<file path="src/rtl/product_accumulator.sv">
// Accumulates a programmable number of 32-bit unsigned products into an ACC_W-bit sum
// and hands the block sum plus a sticky carry-out flag to a downstream consumer.
module product_accumulator #(
  parameter int ACC_W = 40,
  parameter int CNT_W = 8
) (
  input  logic             clk,
  input  logic             rst,
  input  logic [31:0]      prod,
  input  logic             in_valid,
  output logic             in_ready,
  input  logic [CNT_W-1:0] len,
  input  logic             clr,
  output logic [ACC_W-1:0] acc_out,
  output logic             ovf,
  output logic             out_valid,
  input  logic             out_ready
);

  typedef enum logic [1:0] {
    IDLE  = 2'd0,
    ACCUM = 2'd1,
    DONE  = 2'd2
  } state_t;

  state_t           state_q, state_d;
  logic [ACC_W-1:0] acc_q, acc_d;
  logic             ovf_q, ovf_d;
  logic [CNT_W-1:0] cnt_q, cnt_d;
  logic [CNT_W-1:0] len_q, len_d;

  logic             in_xfer;
  logic [CNT_W-1:0] len_eff;
  logic [CNT_W-1:0] cnt_inc;
  logic [ACC_W:0]   sum_wide;

  function automatic logic [ACC_W:0] add_carry(input logic [ACC_W-1:0] a,
                                               input logic [31:0]      b);
    return {1'b0, a} + (ACC_W+1)'(b);
  endfunction

  // Handshake outputs depend on state only; rst gates them so nothing is offered in reset.
  assign in_ready  = !rst && (state_q != DONE);
  assign out_valid = !rst && (state_q == DONE);
  assign acc_out   = acc_q;
  assign ovf       = ovf_q;

  assign in_xfer  = in_valid && in_ready;
  assign len_eff  = (len == '0) ? CNT_W'(1) : len;
  assign cnt_inc  = cnt_q + CNT_W'(1);
  assign sum_wide = add_carry(acc_q, prod);

  always_comb begin
    state_d = state_q;
    acc_d   = acc_q;
    ovf_d   = ovf_q;
    cnt_d   = cnt_q;
    len_d   = len_q;
    case (state_q)
      IDLE: begin
        if (in_xfer) begin
          acc_d   = ACC_W'(prod);
          ovf_d   = 1'b0;
          cnt_d   = CNT_W'(1);
          len_d   = len_eff;
          state_d = (len_eff == CNT_W'(1)) ? DONE : ACCUM;
        end
      end
      ACCUM: begin
        if (in_xfer) begin
          acc_d = sum_wide[ACC_W-1:0];
          ovf_d = ovf_q | sum_wide[ACC_W];
          cnt_d = cnt_inc;
          if (cnt_inc == len_q) state_d = DONE;
        end
      end
      DONE: begin
        if (out_ready) state_d = IDLE;
      end
      default: state_d = IDLE;
    endcase
    // Abort overrides any transfer happening on the same edge.
    if (clr) begin
      state_d = IDLE;
      acc_d   = '0;
      ovf_d   = 1'b0;
      cnt_d   = '0;
      len_d   = '0;
    end
  end

  always_ff @(posedge clk) begin
    if (rst) begin
      state_q <= IDLE;
      acc_q   <= '0;
      ovf_q   <= 1'b0;
      cnt_q   <= '0;
      len_q   <= '0;
    end else begin
      state_q <= state_d;
      acc_q   <= acc_d;
      ovf_q   <= ovf_d;
      cnt_q   <= cnt_d;
      len_q   <= len_d;
    end
  end

endmodule

</file>
<file path="config.mk">
export PLATFORM = sky130hd
export DESIGN_NAME = product_accumulator
export DESIGN_NICKNAME = d
export VERILOG_FILES = /design/src/rtl/product_accumulator.sv
export SDC_FILE = /design/constraint.sdc
export NUM_CORES = 1
export LEC_CHECK = 0
export ABC_CLOCK_PERIOD_IN_PS = 10300
export BUFFER_PORTS_ARGS = -buffer_cell sky130_fd_sc_hd__clkbuf_2
export CAP_MARGIN = 30
export CORE_ASPECT_RATIO = 0.75
export CORE_MARGIN = 3
export CORE_UTILIZATION = 51
export DETAILED_ROUTE_END_ITERATION = 7
export PLACE_DENSITY = 0.74
export SYNTH_ARGS = -nofsm -noshare
export SYNTH_HDL_FRONTEND = slang
export SYNTH_SLANG_ARGS = --single-unit
</file>
<file path="constraint.sdc">
create_clock -name clk -period 10.3 [get_ports clk]
set_input_delay 2.575 -clock clk [delete_from_list [all_inputs] [get_ports clk]]
set_output_delay 2.575 -clock clk [all_outputs]
set_load 0.1 [all_outputs]
</file>
==> results_tabular.tex <==
\begin{tabular}{lr}
\hline
Metric & Value \\
\hline
\multicolumn{2}{l}{\textbf{Clocking}} \\
Clock root buffer master & sky130\_fd\_sc\_hd\_\_clkbuf\_16 \\
Total of hold buffers inserted after clock tree synthesis & 0 \\
Sink count of the clock tree & 59 \\
Clock latency on the worst-skew pair & 340 ps \\
Worst-case clock buffer depth & 2 \\
Count of buffers added by post-CTS timing repair for setup & 0 \\
Resized Gates After CTS & 0 \\
Clock tree from TritonCTS & built \\
Clock transition at the register clock pins on the worst setup and hold paths after CTS & 60 ps \\
Maximum level of the CTS H-tree & 3 \\
Num CTS Buffers & 9 \\
\multicolumn{2}{l}{\textbf{Status}} \\
Run status & finished clean \\
\multicolumn{2}{l}{\textbf{Worst setup path}} \\
Crit-path leading delay family & buffers and inverters \\
Worst path arrival time & around 3300 ps \\
Required time worst endpoint & 7730 ps \\
CP Launch Type & primary input \\
Max FO, Critical Path & 6 \\
Most frequent cell on the critical path & sky130\_fd\_sc\_hd\_\_clkbuf\_2 \\
Worst path buffer plus inverter count & 2 \\
Slowest-stage cell, CP & sky130\_fd\_sc\_hd\_\_clkbuf\_2 \\
Startpoint of the lowest-slack register-to-register path & acc\_out[0] \\
Path type of the worst setup path & primary input to output pin \\
List of cells traversed by the critical path & clkbuf\_2 -> a21oi\_1 -> clkbuf\_2 \\
Worst R2R End & acc\_out[36] \\
Critical path endpoint category & output pin \\
Number of cell instances on the worst register-to-register path & 11 \\
Minimum setup slack among reg-to-reg paths & $\sim$7200 ps \\
Largest stage delay on the critical path & 470 ps \\
\multicolumn{2}{l}{\textbf{Cells and area}} \\
Signed area change from the synthesized netlist to the final layout & 16.3\% \\
Most common cell after layout, fill and taps aside & sky130\_fd\_sc\_hd\_\_clkbuf\_2 \\
Share of final-layout standard cells stronger than drive strength 1 & 16.9\% \\
Layout filler cell count & 799 \\
Final net count & 762 \\
Ant. Diodes & 0 \\
Most used cells in the layout excluding fill and tap cells & sky130\_fd\_sc\_hd\_\_clkbuf\_2 (87), sky130\_fd\_sc\_hd\_\_a21oi\_1 (75), sky130\_fd\_sc\_hd\_\_nand2\_1 (72), sky130\_fd\_sc\_hd\_\_dfxtp\_1 (59), sky130\_fd\_sc\_hd\_\_nor2\_1 (47) \\
\multicolumn{2}{l}{\textbf{Min path}} \\
Worst hold path endpoint & len\_q[3] \\
Path class of the lowest-slack min-delay path & flip-flop to flip-flop \\
Hold depth & 2 \\
Hold path startpoint & len\_q[3] \\
\multicolumn{2}{l}{\textbf{Placed design}} \\
Post-detail-place hpwl & roughly 9.8 mm \\
Worst setup slack before clock tree synthesis & 4420 ps \\
Global placement routability congestion & 0.958 \\
Input/output buffers & 87 \\
\multicolumn{2}{l}{\textbf{Detailed routing}} \\
DR WL/cell & between 15 and 20 um \\
DRC viols & 0 \\
Pre-antenna DRT Iters & 5 \\
Detailed Route WL & 13.5 mm \\
Routed via count divided by cell count & 6.16 \\
Total number of vias & a little under 5000 \\
Antenna Nets Post-Route & 0 \\
Iter 0 DRT Violations & a little under 400 \\
\multicolumn{2}{l}{\textbf{Floorplan}} \\
Core area & 8640 um2 \\
Initial cell density of the core & 53.5\% \\
Num rows & 29 \\
I/O Pins & 88 \\
Total die area & 10200 um2 \\
Die width & around 120 um \\
Chip height & a little under 90 um \\
\multicolumn{2}{l}{\textbf{Timing}} \\
Post-layout minimum cycle time & 5870 ps \\
Worst setup margin & 4430 ps \\
Final count of pins violating max slew & 0 \\
Number of hold violations in the final report & 0 \\
Clk\_skew & roughly 3.4 ps \\
Final TNS setup & 0 ps \\
Tightest slew margin relative to the limit & 40.6\% \\
Highest Clock Rate & 170 MHz \\
Final setup violation count & 0 \\
Crit share post-route & 57.0\% \\
Hold slack final & 473 ps \\
RSZ-0062 raised after global routing & false \\
Transition time at the pin with the least slew margin & 891 ps \\
\multicolumn{2}{l}{\textbf{Global routing}} \\
Residual overflow from global routing & 0 \\
First-pass GRT wire length & around 22 mm \\
Vias in the first global route & 4498 \\
Largest net degree at the start of global routing & 52 \\
Gr usage total & 27.0\% \\
Number of antenna violations at the first check in global routing & 0 \\
\multicolumn{2}{l}{\textbf{Synthesis}} \\
Number of nets in the synthesized netlist & 694 \\
Flop and latch count out of synthesis & 59 \\
Dominant register cell in the synthesized netlist & sky130\_fd\_sc\_hd\_\_dfxtp\_1 \\
EDFF count, synth & 0 \\
Cell count after synthesis & $\sim$620 \\
Number of library cell types mapped by synthesis & 61 \\
Total of warnings raised by yosys & 0 \\
FFs w/ async S/R, synth & 0\% \\
Area of the mapped netlist & 4620 um2 \\
Seq/Total Area, Yosys & 25.6\% \\
Post-Synthesis Mean Instance Area & 7.51 um2 \\
\multicolumn{2}{l}{\textbf{Pwr}} \\
Largest vdd supply drop & between 100 and 150 uV \\
Power per Cell Area & $\sim$120 nW/um2 \\
Leakage power total & 2.33 nW \\
Overall power of the completed layout & about 660 uW \\
\multicolumn{2}{l}{\textbf{Run}} \\
Max-capacitance violation count & 0 \\
\hline
\end{tabular}
-- sequential cells by signal (all words and copies together) (netlist names) --
signal   cells
state_q      2
ovf          1
acc_out     40
len_q        8
cnt_q        8
-- power breakdown --
part           internal, mW  switching [mW]
registers             0.233         0.00422
logic                0.0428          0.0961
clock network         0.164           0.121
total                 0.440           0.221
-- worst register-to-register path, delay by kind of cell (launching register included) --
kind	cells	cell delay (ps)
DFF	1	360
adders and majority gates	2	550
AOI/OAI and AO/OA	6	1370
buffers and inverters	1	50
and+or+nand+nor	2	690
-- cell type report --
class	count	area [um2]	share of cell area (%)
well taps	108	135	2.51
inverters	17	63.8	1.19
multi-input cells	504	3240	60.3
repair buffers	92	473	8.80
flip-flops and latches	59	1180	22.0
clock buffers	9	225	4.19
clock inverters	7	52.6	0.978
-- per-stage QoR --
stage | area (um2) | std cells | utilization, %
6_report | 5370 | 796 | 62.2
5_1_grt | 5370 | 796 | 62.2
4_1_cts | 5370 | 796 | 62.2
3_5_place_dp | 5100 | 780 | 59.0
3_3_place_gp | 5090 | 779 | 58.9
2_1_floorplan | 4620 | 615 | -
-- logic make-up after synthesis --
logic type	Yosys count	share of synthesized area (%)
compound gates	208	28.9
xor+xnor	33	6.26
fa+ha+maj	34	9.37
buf+inv	52	4.33
flops	59	25.6
mux	11	2.38
simple gates	218	23.2
-- Yosys cell counts, types with 6 or more instances --
master	instances	area share, %
sky130_fd_sc_hd__a21oi_1	75	8.1
sky130_fd_sc_hd__nand2_1	72	5.9
sky130_fd_sc_hd__dfxtp_1	59	26
sky130_fd_sc_hd__nor2_1	47	3.8
sky130_fd_sc_hd__o21ai_0	37	4.0
sky130_fd_sc_hd__ha_1	33	8.9
sky130_fd_sc_hd__clkbuf_1	29	2.4
sky130_fd_sc_hd__xnor2_1	20	3.8
sky130_fd_sc_hd__and3_1	19	2.6
sky130_fd_sc_hd__inv_1	17	1.4
sky130_fd_sc_hd__a211oi_1	14	2.3
sky130_fd_sc_hd__nand3_1	13	1.4
sky130_fd_sc_hd__xor2_1	13	2.5
sky130_fd_sc_hd__a21o_1	11	1.8
sky130_fd_sc_hd__mux2i_1	11	2.4
sky130_fd_sc_hd__nor3_1	11	1.2
sky130_fd_sc_hd__nor2b_1	9	1.2
sky130_fd_sc_hd__nor4_1	9	1.2
sky130_fd_sc_hd__a31oi_1	8	1.1
sky130_fd_sc_hd__o221ai_1	8	1.5
sky130_fd_sc_hd__nand4_1	6	0.81
sky130_fd_sc_hd__o21a_1	6	0.98
-- worst max-delay path by stage --
stage / startpoint / end / slack [ps] / depth (start not counted)
final: rst / in_ready / 4430 / 3
after global routing: rst / in_ready / 4350 / 3
after CTS: rst / in_ready / 4420 / 3
after detailed placement: rst / in_ready / 4420 / 3
after global placement: rst / in_ready / 4440 / 3
after floorplan: rst / in_ready / 3690 / 1
-- metal layers --
metal	share of wire [%]	track usage [%]	wire length (um)
met1	49	39.3	6600
met2	42	39.2	5700
met3	7.6	6.29	1020
met4	1.3	8.85	181
met5	0	0	0
Note: power is estimated with default switching activity, not from simulation.
